## src/rtl/vector_loader_if.sv

```systemverilog
// Beat stream, register-file write port and start/busy/done control of vector_loader.
// Signal names are from the loader's point of view (i_ = into the loader).
interface vector_loader_if #(
  parameter int unsigned IDATAW     = 8,
  parameter int unsigned LANES      = 40,
  parameter int unsigned BEAT_LANES = 8,
  parameter int unsigned RF_ADDRW   = 9
);
  logic                                i_start;
  logic [RF_ADDRW-1:0]                 i_base_addr;
  logic [RF_ADDRW:0]                   i_num_vecs;
  logic                                o_busy;
  logic                                o_done;
  logic [0:BEAT_LANES-1][IDATAW-1:0]   i_data;
  logic                                i_valid;
  logic                                o_ready;
  logic [RF_ADDRW-1:0]                 o_waddr;
  logic [0:LANES-1][IDATAW-1:0]        o_wdata;
  logic                                o_wvalid;

  modport master (
    output i_start, i_base_addr, i_num_vecs, i_data, i_valid,
    input  o_busy, o_done, o_ready, o_waddr, o_wdata, o_wvalid
  );

  modport slave (
    input  i_start, i_base_addr, i_num_vecs, i_data, i_valid,
    output o_busy, o_done, o_ready, o_waddr, o_wdata, o_wvalid
  );
endinterface

```

## src/rtl/vector_loader.sv

```systemverilog
// Assembles BEAT_LANES-wide beats into LANES-wide vectors and writes them to the
// register file at auto-incrementing (wrapping) addresses.
module vector_loader #(
  parameter int unsigned IDATAW     = 8,
  parameter int unsigned LANES      = 40,
  parameter int unsigned BEAT_LANES = 8,
  parameter int unsigned RF_DEPTH   = 512,
  parameter int unsigned RF_ADDRW   = $clog2(RF_DEPTH)
) (
  input logic           clk,
  input logic           rst,
  vector_loader_if.slave io_bus
);
  localparam int unsigned BEATS  = LANES / BEAT_LANES;
  localparam int unsigned BEAT_W = (BEATS > 1) ? $clog2(BEATS) : 1;

  typedef enum logic [1:0] {StIdle, StFill, StFlush} state_e;

  state_e                       r_state;
  logic [BEAT_W-1:0]            r_beat;
  logic [RF_ADDRW:0]            r_vec_cnt;
  logic [RF_ADDRW:0]            r_num;
  logic [RF_ADDRW-1:0]          r_addr;
  logic [RF_ADDRW-1:0]          r_waddr;
  logic [0:LANES-1][IDATAW-1:0] r_asm;
  logic [0:LANES-1][IDATAW-1:0] r_wdata;
  logic                         r_wvalid;

  logic [0:LANES-1][IDATAW-1:0] w_vec;
  logic                         w_xfer;
  logic                         w_last_beat;
  logic                         w_last_vec;
  logic [RF_ADDRW-1:0]          w_addr_nxt;

  assign w_xfer      = (r_state == StFill) && io_bus.i_valid;
  assign w_last_beat = (r_beat == BEAT_W'(BEATS - 1));
  assign w_last_vec  = ((r_vec_cnt + 1'b1) == r_num);
  // Depth need not be a power of two, so wrap on an explicit compare.
  assign w_addr_nxt  = (r_addr == RF_ADDRW'(RF_DEPTH - 1)) ? '0 : r_addr + 1'b1;

  // Assembly buffer with the current beat merged in at its lane slot.
  always_comb begin
    w_vec = r_asm;
    for (int b = 0; b < BEATS; b++) begin
      if (r_beat == BEAT_W'(b)) begin
        for (int j = 0; j < BEAT_LANES; j++) begin
          w_vec[b*BEAT_LANES + j] = io_bus.i_data[j];
        end
      end
    end
  end

  always_ff @(posedge clk) begin
    if (!rst) begin
      r_state   <= StIdle;
      r_beat    <= '0;
      r_vec_cnt <= '0;
      r_num     <= '0;
      r_addr    <= '0;
      r_waddr   <= '0;
      r_asm     <= '0;
      r_wdata   <= '0;
      r_wvalid  <= 1'b0;
    end else begin
      r_wvalid <= 1'b0;
      unique case (r_state)
        StIdle: begin
          if (io_bus.i_start) begin
            r_addr    <= io_bus.i_base_addr;
            r_num     <= io_bus.i_num_vecs;
            r_beat    <= '0;
            r_vec_cnt <= '0;
            r_state   <= (io_bus.i_num_vecs != '0) ? StFill : StFlush;
          end
        end
        StFill: begin
          if (w_xfer) begin
            r_asm <= w_vec;
            if (w_last_beat) begin
              r_wdata   <= w_vec;
              r_waddr   <= r_addr;
              r_wvalid  <= 1'b1;
              r_beat    <= '0;
              r_addr    <= w_addr_nxt;
              r_vec_cnt <= r_vec_cnt + 1'b1;
              if (w_last_vec) begin
                r_state <= StFlush;
              end
            end else begin
              r_beat <= r_beat + 1'b1;
            end
          end
        end
        StFlush: r_state <= StIdle;
        default: r_state <= StIdle;
      endcase
    end
  end

  assign io_bus.o_busy   = (r_state != StIdle);
  assign io_bus.o_done   = (r_state == StFlush);
  assign io_bus.o_ready  = (r_state == StFill);
  assign io_bus.o_waddr  = r_waddr;
  assign io_bus.o_wdata  = r_wdata;
  assign io_bus.o_wvalid = r_wvalid;
endmodule

```

## src/flat_wrapper.sv

```systemverilog
// flat-port wrapper written by rule: the top's interface ports become plain ports
module vector_loader_flat 
#(
  parameter int unsigned IDATAW     = 8,
  parameter int unsigned LANES      = 40,
  parameter int unsigned BEAT_LANES = 8,
  parameter int unsigned RF_DEPTH   = 512,
  parameter int unsigned RF_ADDRW   = $clog2(RF_DEPTH)
)
  (clk, rst, io_bus_i_start, io_bus_i_base_addr, io_bus_i_num_vecs, io_bus_i_data, io_bus_i_valid, io_bus_o_busy, io_bus_o_done, io_bus_o_ready, io_bus_o_waddr, io_bus_o_wdata, io_bus_o_wvalid);
  vector_loader_if #(.IDATAW(IDATAW), .LANES(LANES), .BEAT_LANES(BEAT_LANES), .RF_ADDRW(RF_ADDRW)) io_bus_i ();
  input logic clk;
  input logic rst;
  input wire logic [$bits(io_bus_i.i_start)-1:0] io_bus_i_start;
  input wire logic [$bits(io_bus_i.i_base_addr)-1:0] io_bus_i_base_addr;
  input wire logic [$bits(io_bus_i.i_num_vecs)-1:0] io_bus_i_num_vecs;
  input wire logic [$bits(io_bus_i.i_data)-1:0] io_bus_i_data;
  input wire logic [$bits(io_bus_i.i_valid)-1:0] io_bus_i_valid;
  output wire logic [$bits(io_bus_i.o_busy)-1:0] io_bus_o_busy;
  output wire logic [$bits(io_bus_i.o_done)-1:0] io_bus_o_done;
  output wire logic [$bits(io_bus_i.o_ready)-1:0] io_bus_o_ready;
  output wire logic [$bits(io_bus_i.o_waddr)-1:0] io_bus_o_waddr;
  output wire logic [$bits(io_bus_i.o_wdata)-1:0] io_bus_o_wdata;
  output wire logic [$bits(io_bus_i.o_wvalid)-1:0] io_bus_o_wvalid;
  assign io_bus_i.i_start = io_bus_i_start;
  assign io_bus_i.i_base_addr = io_bus_i_base_addr;
  assign io_bus_i.i_num_vecs = io_bus_i_num_vecs;
  assign io_bus_i.i_data = io_bus_i_data;
  assign io_bus_i.i_valid = io_bus_i_valid;
  assign io_bus_o_busy = io_bus_i.o_busy;
  assign io_bus_o_done = io_bus_i.o_done;
  assign io_bus_o_ready = io_bus_i.o_ready;
  assign io_bus_o_waddr = io_bus_i.o_waddr;
  assign io_bus_o_wdata = io_bus_i.o_wdata;
  assign io_bus_o_wvalid = io_bus_i.o_wvalid;
  vector_loader #(.IDATAW(IDATAW), .LANES(LANES), .BEAT_LANES(BEAT_LANES), .RF_DEPTH(RF_DEPTH), .RF_ADDRW(RF_ADDRW)) u_core (.clk(clk), .rst(rst), .io_bus(io_bus_i));
endmodule
```

## config.mk

```make
export PLATFORM = sky130hd
export DESIGN_NAME = vector_loader_flat
export DESIGN_NICKNAME = d
export VERILOG_FILES = /design/src/rtl/vector_loader_if.sv /design/src/rtl/vector_loader.sv /design/src/flat_wrapper.sv
export SDC_FILE = /design/constraint.sdc
export NUM_CORES = 1
export LEC_CHECK = 0
export ABC_CLOCK_PERIOD_IN_PS = 2600
export BUFFER_PORTS_ARGS = -buffer_cell sky130_fd_sc_hd__buf_4
export CORE_UTILIZATION = 57
export CTS_BUF_LIST = sky130_fd_sc_hd__clkbuf_8
export DETAILED_ROUTE_END_ITERATION = 12
export GPL_TIMING_DRIVEN = 0
export PLACE_DENSITY = 0.79
export SYNTH_ARGS = -nofsm -noshare
export SYNTH_HDL_FRONTEND = slang
export SYNTH_SLANG_ARGS = --single-unit
```

## constraint.sdc

```tcl
create_clock -name clk -period 2.6 [get_ports clk]
set_input_delay 0.13 -clock clk [delete_from_list [all_inputs] [get_ports clk]]
set_output_delay 0.13 -clock clk [all_outputs]
set_load 0.02 [all_outputs]
```

==> impl_metrics.tcl, run 1 <==
set metrics [dict create \
    run_status "finished, final reports clean" \
    core_area_um2 39100 \
    ff2ff_setup_slack_ps 150 \
    die_width_um 202 \
    slew_headroom_pct 21.6 \
    worstMarginPinSlew_ps 1180 \
    fin_crit_ps 2450 \
    final-hold-violation-count 0 \
    yosysTopAreaCellShare_pct 54.3 \
    grt_use_total_pct 38.3 \
    cts_max_level 3 \
    cts_root_buf "clkbuf_8" \
    avgViaCountPerCell 5.56 \
    yosys_warnings 0 \
    ant_nets 0 \
    ys_types 54 \
    synth_compound_area_share_pct 16.5 \
    synthMuxAreaShare_pct 2.80 \
    drt_iter0_drc 1752 \
    overflow 0 \
    final_util_pct 75.7 \
    critPathMaxFanout 12 \
    grt_max_degree 14 \
    drv_cap 0 \
    synth_top_family_by_area "simple AND/OR/NAND/NOR gates" \
    antenna_found_initial 2 \
    fmax_mhz 408 \
    setup_slack_ps 146 \
    dpl_worst_slack_ps -15.3 \
    synth_seq_cells 620 \
    cts_tree "done" \
    synthFlopType "dfxtp_1" \
    power.switching_uw 4510 \
    fp.dieArea_um2 40900 \
    hold_ws_ps 133 \
    io_pins 420 \
    finalNonFillerCells 4008 \
    rsz0062_at_grt "no" \
    p_leak_uw 0.0115 \
    setup.worst_path.start_class "register" \
    ff2ff_path_depth 10 \
    synth_seq_area_share_pct 54.3 \
    pwr-share-clk_pct 44.9 \
    vias 22300 \
    fin_area_um2 29600 \
    wl_per_cell_um 20.0 \
    cp-end-kind "register" \
    async_flop_share_pct 0 \
    placed_cells 3749 \
    criticalPathCategory "reg -> reg" \
    peakVddDrop_uv 482 \
    hold_depth 3 \
    io_buffers 419 \
    crit_arrival_ps 3060 \
    cts.clk_slew.worst_paths_ps 60 \
    die_h_um 202 \
    cts_made_buffers 97 \
    num-fill-cells 2897 \
    grt_pass1_wl_mm 120 \
    area_growth_pct 29.5 \
    place_congestion 0.950 \
    fin_crit_sh_pct 94.4 \
    synth-edff-count 0 \
    min_to "u_core.r_asm[256]$_SDFFE_PN0P_" \
    netlist_instances 2812 \
    drcViolationCount 0 \
    drt-total-wl_mm 80.0 \
    clock_skew_ps 31.4 \
    syn_area_per_cell_um2 8.12 \
    clock_path_buffers 3 \
    intPower_uw 14700 \
    p_comb_share_pct 4.9 \
    num_rows 72 \
    r2r-end "u_core.r_addr[3]$_SDFFE_PN0P_" \
    syn_nets 2907 \
    timing.final.setup_violations 0 \
    finalMaxSlewViolations 0 \
    placed_area_um2 26600 \
    hpwl_mm 57.8 \
    initial_core_util_pct 58.4 \
    clock_sinks 620 \
    dr.pass1.iters 8 \
    syn_area_um2 22800 \
    layout-drive-gt1-share_pct 20.2 \
    power_density_nw_per_um2 649 \
    hp-start "rst" \
    swShare_pct 23.5 \
    hold_path_class "in -> reg" \
    synthTopCellsByArea "dfxtp_1 54%, nand2_1 18%, a21oi_1 10%" \
    grt_pass1_vias 21500 \
    layout_commonest_cell "nand2_1" \
    synthSimpleGateAreaFrac_pct 20.9 \
    synth_top_area_cell "dfxtp_1" \
    clk_latency_ps 680 \
    final_cell_mix "1096 x nand2_1, 620 x dfxtp_1, 464 x a21oi_1, 421 x buf_4, 131 x clkbuf_8" \
    finalNetCount 3510 \
    crit_required_ps 3210 \
    synthXorXnorAreaFrac_pct 0.575 \
    synthAdderAreaFrac_pct 0.438 \
    r2r_start "u_core.r_addr[0]$_SDFFE_PN0P_" \
    seq_power_share_pct 50.2 \
]
==> worst max-delay path: stages, from the launching register on <==
cell       delay [ps]
dfxtp_1           370
ha_1              240
and3_1            210
and3_1            200
and3_1            190
ha_1              220
or3b_4            460
nor3_1            200
a21oi_1            60
a2bb2oi_1         140
nor2_1             90
==> state kept, by name (all words and copies together) (netlist names) <==
register / flops
u_core.r_vec_cnt: 10
u_core.r_state: 2
u_core.r_addr: 9
u_core.io_bus.o_wdata: 320
u_core.io_bus.o_wvalid: 1
u_core.r_asm: 256
u_core.r_num: 10
u_core.r_beat: 3
u_core.io_bus.o_waddr: 9
==> cell usage after synthesis, drive strengths merged, types with 4 or more instances <==
cell type and n:
inv 8, a21boi 79, buf 125, and2 4, nor2b 6, nand3 8, ha 8, nor2 73
a211oi 47, xnor2 9, nor4 4, o21ai 12, clkbuf 94, and3 10, xor2 6, dfxtp 620
a21oi 465, nand2 1099, o211a 21, a22oi 7, nor3 8, mux2i 64
==> timing repair <==
action,CTS,global route
setup buffers,0,0
hold buffers,86,0
endpoints found under the hold margin,404,0
gates resized for setup,0,12
setup endpoints to repair,3,23
==> metrics by stage <==
stage          setup TNS, ps  total power (µW)
6_report                   0             19200
2_1_floorplan              0             10200
5_1_grt                    0             19700
4_1_cts                    0             19200
3_3_place_gp           -61.3             10600
3_5_place_dp           -30.1             10700
==> cells by family (layout without fill, tap and decap cells) <==
family	after synthesis	after routing
and+or+nand+nor	1227	1227
AOI/OAI and AO/OA	651	651
DFF	620	620
buffers and inverters	227	903
muxes	64	64
xor gates and xnor gates	15	15
adders and majority gates	8	8
other	0	2
==> power groups by stage <==
stage          Combinational, µW  Sequential, µW  Clock, µW
3_5_place_dp                 803            9850          0
6_report                     938            9640       8630
2_1_floorplan                375            9830          0
4_1_cts                      909            9640       8660
3_3_place_gp                 787            9850          0
5_1_grt                      984            9640       9100
==> cell type report <==
type                            count  area, µm²  share of cell area (%)
Multi-Input combinational cell   1965       9430                    31.8
Timing Repair Buffer              505       4010                    13.5
Tap cell                          518        648                    2.19
Inverter                            8       30.0                   0.101
Sequential cell                   620      12400                    41.9
Antenna cell                        2       5.00                  0.0169
Buffer                            218        991                    3.35
Clock buffer                      131       1800                    6.09
Clock inverter                     41        273                   0.922
==> per-layer routing <==
layer | GRT usage, % | wire length [µm]
met4 | 20.4 | 3780
met2 | 62.8 | 37400
met5 | 0 | 0
met1 | 47.2 | 31200
met3 | 8.13 | 7650
==> worst max path at each step <==
stage          slack [ps]  cells past startpoint                          start                       endpoint
6_report              150                     10  u_core.r_addr[0]$_SDFFE_PN0P_  u_core.r_addr[3]$_SDFFE_PN0P_
4_1_cts                40                     10  u_core.r_addr[0]$_SDFFE_PN0P_  u_core.r_addr[2]$_SDFFE_PN0P_
5_1_grt                10                     10  u_core.r_addr[0]$_SDFFE_PN0P_  u_core.r_addr[3]$_SDFFE_PN0P_
3_3_place_gp          -40                     11  u_core.r_addr[0]$_SDFFE_PN0P_  u_core.r_addr[2]$_SDFFE_PN0P_
3_5_place_dp          -20                     11  u_core.r_addr[0]$_SDFFE_PN0P_  u_core.r_addr[2]$_SDFFE_PN0P_
2_1_floorplan         240                     11  u_core.r_addr[0]$_SDFFE_PN0P_  u_core.r_addr[2]$_SDFFE_PN0P_
(Power assumes the default switching activity.)
==> run 2, diff against run 1 <==
--- a/config.mk
+++ b/config.mk
@@ -7,11 +7,11 @@
 export LEC_CHECK = 0
 export ABC_CLOCK_PERIOD_IN_PS = 2600
 export BUFFER_PORTS_ARGS = -buffer_cell sky130_fd_sc_hd__buf_4
-export CORE_UTILIZATION = 57
+export CORE_UTILIZATION = 55
 export CTS_BUF_LIST = sky130_fd_sc_hd__clkbuf_8
 export DETAILED_ROUTE_END_ITERATION = 12
 export GPL_TIMING_DRIVEN = 0
-export PLACE_DENSITY = 0.79
+export PLACE_DENSITY = 0.77
 export SYNTH_ARGS = -nofsm -noshare
 export SYNTH_HDL_FRONTEND = slang
 export SYNTH_SLANG_ARGS = --single-unit
==> impl_metrics.tcl, run 2 (same netlist as run 1, synthesis figures left out) <==
set metrics [dict create \
    ff2ff_setup_slack_ps 70 \
    cp-end-kind "register" \
    layout-drive-gt1-share_pct 20.3 \
    avgViaCountPerCell 5.51 \
    dpl_worst_slack_ps -61.2 \
    setup_slack_ps 70.6 \
    die_h_um 206 \
    clock_sinks 620 \
    worstMarginPinSlew_ps 1330 \
    overflow 0 \
    fmax_mhz 395 \
    largest_register_ffs 320 \
    setup_tns_ps 0 \
    run_status "finished, final reports clean" \
    die_width_um 206 \
    p_comb_share_pct 4.9 \
    timing.final.setup_violations 0 \
    peakVddDrop_uv 416 \
    crit_chain "inv_1, ha_1, and3_1, buf_2, buf_2, buf_2, nand2_1, a21oi_1" \
    criticalPathCategory "reg -> reg" \
    initial_core_util_pct 55.8 \
    drcViolationCount 0 \
    final-hold-violation-count 0 \
    layout_commonest_cell "nand2_1" \
    hold_path_class "in -> reg" \
    power.switching_uw 4460 \
    cts.clk_slew.worst_paths_ps 70 \
    crit_top_cell "buf_2" \
    vias 22200 \
    final_cell_mix "1096 x nand2_1, 619 x dfxtp_1, 464 x a21oi_1, 421 x buf_4, 129 x clkbuf_8" \
    crit_required_ps 3190 \
    grt_max_degree 13 \
    pwr-share-clk_pct 44.3 \
    fp.dieArea_um2 42400 \
    finalNetCount 3507 \
    wl_per_cell_um 19.8 \
    p_leak_uw 0.0115 \
    ff2ff_path_depth 8 \
    core_area_um2 40900 \
    clock_skew_ps 36.7 \
    cts_max_level 3 \
    grt_use_total_pct 36.7 \
    critPathMaxFanout 10 \
    post_cts.repair.setup_buffers 0 \
    antennaDiodeCount 0 \
    ant_nets 0 \
    intPower_uw 14500 \
    place_congestion 0.929 \
    clk_latency_ps 680 \
    dr.pass1.iters 5 \
    min_to "u_core.r_asm[268]$_SDFFE_PN0P_" \
    crit_arrival_ps 3120 \
    hp-start "rst" \
    io_buffers 419 \
    clock_path_buffers 3 \
    num_rows 74 \
    r2r_start "u_core.r_beat[0]$_SDFFE_PN0P_" \
    grt_pass1_wl_mm 117 \
    critPathMaxStageDelay_ps 460 \
    antenna_found_initial 2 \
    area_growth_pct 29.4 \
    power_density_nw_per_um2 642 \
    cts_made_buffers 94 \
    hpwl_mm 57.9 \
    fin_crit_sh_pct 97.3 \
    crit_path_top_delay_cell "buf_2" \
    hold_depth 3 \
    drt_iter0_drc 1773 \
    drv_cap 0 \
    cts_tree "done" \
    io_pins 420 \
    finalMaxSlewViolations 0 \
    drt-total-wl_mm 79.7 \
    fin_crit_ps 2530 \
    slew_headroom_pct 11.1 \
    setup.worst_path.start_class "register" \
    r2r-end "u_core.io_bus.o_waddr[8]$_SDFFE_PN0P_" \
    seq_power_share_pct 50.7 \
    grt_pass1_vias 21000 \
    swShare_pct 23.5 \
    totalPowerFinal_uw 19000 \
    cts_root_buf "clkbuf_8" \
]
## run 2: worst max-delay path: cells and delay by family (launching register included)
kind,cells,cell delay (ps)
adders and majority gates,1,350
and+or+nand+nor,2,450
AOI/OAI and AO/OA,1,160
buffers and inverters,4,1130
DFF,1,330
## run 2: what timing repair did
action,in CTS,in global routing
gates resized for setup,7,8
hold endpoints to repair,403,0
setup endpoints to repair,13,7
hold buffers,85,0
gates cloned,0,0
pin swaps,0,0
## run 2: layout make-up
class	instances	area (µm²)
clock buffers	129	1780
plain buffers	219	1010
multi-input cells	1965	9430
fillers	3203	11400
well taps	532	666
inverters	8	30.0
flip-flops and latches	620	12400
clock inverters	44	253
repair buffers	504	4000
## run 2: per-layer routing
layer	track usage (%)	part of all wire (%)	up-vias
met1	46.0	40	10500
met5	0	0.034	-
met3	8.33	9.4	206
met2	59.4	46	1049
met4	18.0	4.6	4
li1	-	-	10400
## run 2: worst max-delay path by stage
stage	start	to	cells after the start
floorplan	u_core.r_addr[0]$_SDFFE_PN0P_	u_core.r_addr[2]$_SDFFE_PN0P_	11
global placement	u_core.r_addr[0]$_SDFFE_PN0P_	u_core.r_addr[2]$_SDFFE_PN0P_	11
detailed placement	u_core.r_addr[0]$_SDFFE_PN0P_	u_core.r_addr[2]$_SDFFE_PN0P_	11
CTS	u_core.r_addr[0]$_SDFFE_PN0P_	u_core.r_addr[2]$_SDFFE_PN0P_	11
global route	u_core.r_beat[2]$_SDFFE_PN0P_	u_core.io_bus.o_wdata[95]$_SDFFE_PN0P_	7
finish	u_core.r_beat[0]$_SDFFE_PN0P_	u_core.io_bus.o_waddr[8]$_SDFFE_PN0P_	8
## run 2: through the flow
step           hold WS, ps  instances  util, %  cell area [µm²]
5_1_grt               79.0       4021     72.3            29600
3_3_place_gp           398       3763     65.1            26700
4_1_cts               15.8       4021     72.2            29500
3_5_place_dp           402       3763     65.1            26700
6_report              58.5       4021     72.3            29600
2_1_floorplan          265       2812        -            22800
## run 2: power by group through the flow
stage	sequential [µW]	clock [µW]	combinational (µW)
floorplan	9830	0	375
global route	9640	8900	984
detailed placement	9850	0	800
global placement	9840	0	784
CTS	9640	8450	907
finish	9640	8420	935
==> run 3, diff against run 2 <==
--- a/config.mk
+++ b/config.mk
@@ -6,7 +6,7 @@
 export NUM_CORES = 1
 export LEC_CHECK = 0
 export ABC_CLOCK_PERIOD_IN_PS = 2600
-export BUFFER_PORTS_ARGS = -buffer_cell sky130_fd_sc_hd__buf_4
+export BUFFER_PORTS_ARGS = -buffer_cell sky130_fd_sc_hd__buf_2
 export CORE_UTILIZATION = 55
 export CTS_BUF_LIST = sky130_fd_sc_hd__clkbuf_8
 export DETAILED_ROUTE_END_ITERATION = 12
==> constraint.sdc (replaced) <==
create_clock -name clk -period 2.6 [get_ports clk]
set_input_delay 0.13 -clock clk [delete_from_list [all_inputs] [get_ports clk]]
set_output_delay 0.13 -clock clk [all_outputs]
set_load 0.05 [all_outputs]
==> impl_metrics.tcl, run 3 (same netlist as run 1, synthesis figures left out) <==
set metrics [dict create \
    grt_use_total_pct 37.3 \
    pwr-share-clk_pct 44.2 \
    cp-end-kind "register" \
    crit_arrival_ps 3120 \
    p_comb_share_pct 4.8 \
    hold_ws_ps 37.4 \
    drt_iter0_drc 1932 \
    power.switching_uw 4520 \
    place_congestion 0.907 \
    power_density_nw_per_um2 664 \
    clock_skew_ps 18.9 \
    num_rows 74 \
    finalMaxSlewViolations 0 \
    totalPowerFinal_uw 18900 \
    avgViaCountPerCell 5.58 \
    core_area_um2 40900 \
    worstMarginPinSlew_ps 1250 \
    ant_nets 0 \
    io_buffers 419 \
    cts_made_buffers 98 \
    vias 22400 \
    layout-drive-gt1-share_pct 19.9 \
    finalNetCount 3512 \
    die_width_um 206 \
    slew_headroom_pct 16.6 \
    wl_per_cell_um 20.1 \
    criticalPathCategory "reg -> reg" \
    cts_tree "done" \
    p_leak_uw 0.0114 \
    placed_cells 3763 \
    cts_root_buf "clkbuf_8" \
    final_cell_mix "1096 x nand2_1, 620 x dfxtp_1, 529 x buf_2, 465 x a21oi_1, 122 x clkbuf_8" \
    seq_power_share_pct 51.0 \
    drv_cap 0 \
    crit_required_ps 3200 \
    die_h_um 206 \
    swShare_pct 23.9 \
    r2r_start "u_core.r_addr[0]$_SDFFE_PN0P_" \
    fp.dieArea_um2 42400 \
    io_pins 420 \
    hpwl_mm 57.8 \
    peakVddDrop_uv 391 \
    initial_core_util_pct 55.8 \
    area_growth_pct 24.6 \
    cts.clk_slew.worst_paths_ps 60 \
    grt_pass1_vias 21300 \
    antenna_found_initial 3 \
    cts_max_level 3 \
    clock_path_buffers 3 \
    layout_commonest_cell "nand2_1" \
    fin_crit_ps 2520 \
    overflow 0 \
    intPower_uw 14400 \
    clk_latency_ps 670 \
    grt_pass1_wl_mm 120 \
    final-hold-violation-count 0 \
    setup.worst_path.start_class "register" \
    clock_sinks 620 \
    placed_area_um2 25600 \
    fin_crit_sh_pct 96.8 \
    run_status "finished, final reports clean" \
    largest_register_ffs 320 \
    finalNonFillerCells 4024 \
    startpoint "u_core.r_addr[0]$_SDFFE_PN0P_" \
    fmax_mhz 397 \
    hp-start "rst" \
    timing.final.setup_violations 0 \
    setup_tns_ps 0 \
    drcViolationCount 0 \
    grt_max_degree 14 \
    dr.pass1.iters 6 \
    critPathMaxFanout 6 \
    hold_path_class "in -> reg" \
    drt-total-wl_mm 81.0 \
    fin_area_um2 28500 \
]
run 3: final cells by class:
cell class,instances,area [µm²]
antenna,2,5.00
fill,3391,12500
sequential,620,12400
buffer,218,992
tap,532,666
clock buffer,122,1680
clock inverter,51,300
multi-input combinational,1966,9430
timing repair buffer,505,2960
inverter,8,30.0
run 3: critical path, stage by stage (launching register included):
cell and delay (ps):
dfxtp_1 370, ha_1 250, and3_1 220, and3_1 210, and3_1 200, ha_1 250
or3b_4 440, nor3b_1 220, a21oi_1 60, a2bb2oi_1 140, nor2_1 80
run 3: metal layers:
layer | vias to the layer above | track usage [%] | part of all wire, %
met5 | - | 0 | 0
met4 | 0 | 19.5 | 5.0
met3 | 243 | 8.73 | 9.4
met2 | 1158 | 60.2 | 46
met1 | 10600 | 46.3 | 40
li1 | 10500 | - | -
run 3: timing repair:
item                                    4_1_cts  5_1_grt
cloned                                        0        1
endpoints found under the setup margin       10       24
endpoints found under the hold margin       399        0
gates resized for setup                       2        8
pin swaps                                     0        0
hold buffers                                 86        0
buffers inserted                              0        0
run 3: path summary, 6_finish.rpt:
| path | endpoint | slack (ps) | cells after the start |
|---|---|---|---|
| hold / removal | u_core.r_asm[259]$_SDFFE_PN0P_ | 40 | 3 |
| hold reg to reg | u_core.io_bus.o_wdata[131]$_SDFFE_PN0P_ | 450 | 2 |
| setup reg to reg | u_core.r_addr[2]$_SDFFE_PN0P_ | 80 | 10 |
| setup / recovery | u_core.r_addr[2]$_SDFFE_PN0P_ | 80 | 10 |
run 3: power groups by stage:
stage | clock (µW) | combinational, µW | sequential [µW]
2_1_floorplan | 0 | 380 | 9830
3_3_place_gp | 0 | 752 | 9840
3_5_place_dp | 0 | 770 | 9850
4_1_cts | 8390 | 874 | 9640
5_1_grt | 8840 | 954 | 9640
6_report | 8360 | 907 | 9640
run 3: metrics by stage:
stage	setup WS, ps	utilization, %
after floorplan	240	-
after global placement	-37.7	62.6
after global routing	-1.69	69.5
final	82.6	69.6
after detailed placement	-62.4	62.6
after CTS	43.7	69.5
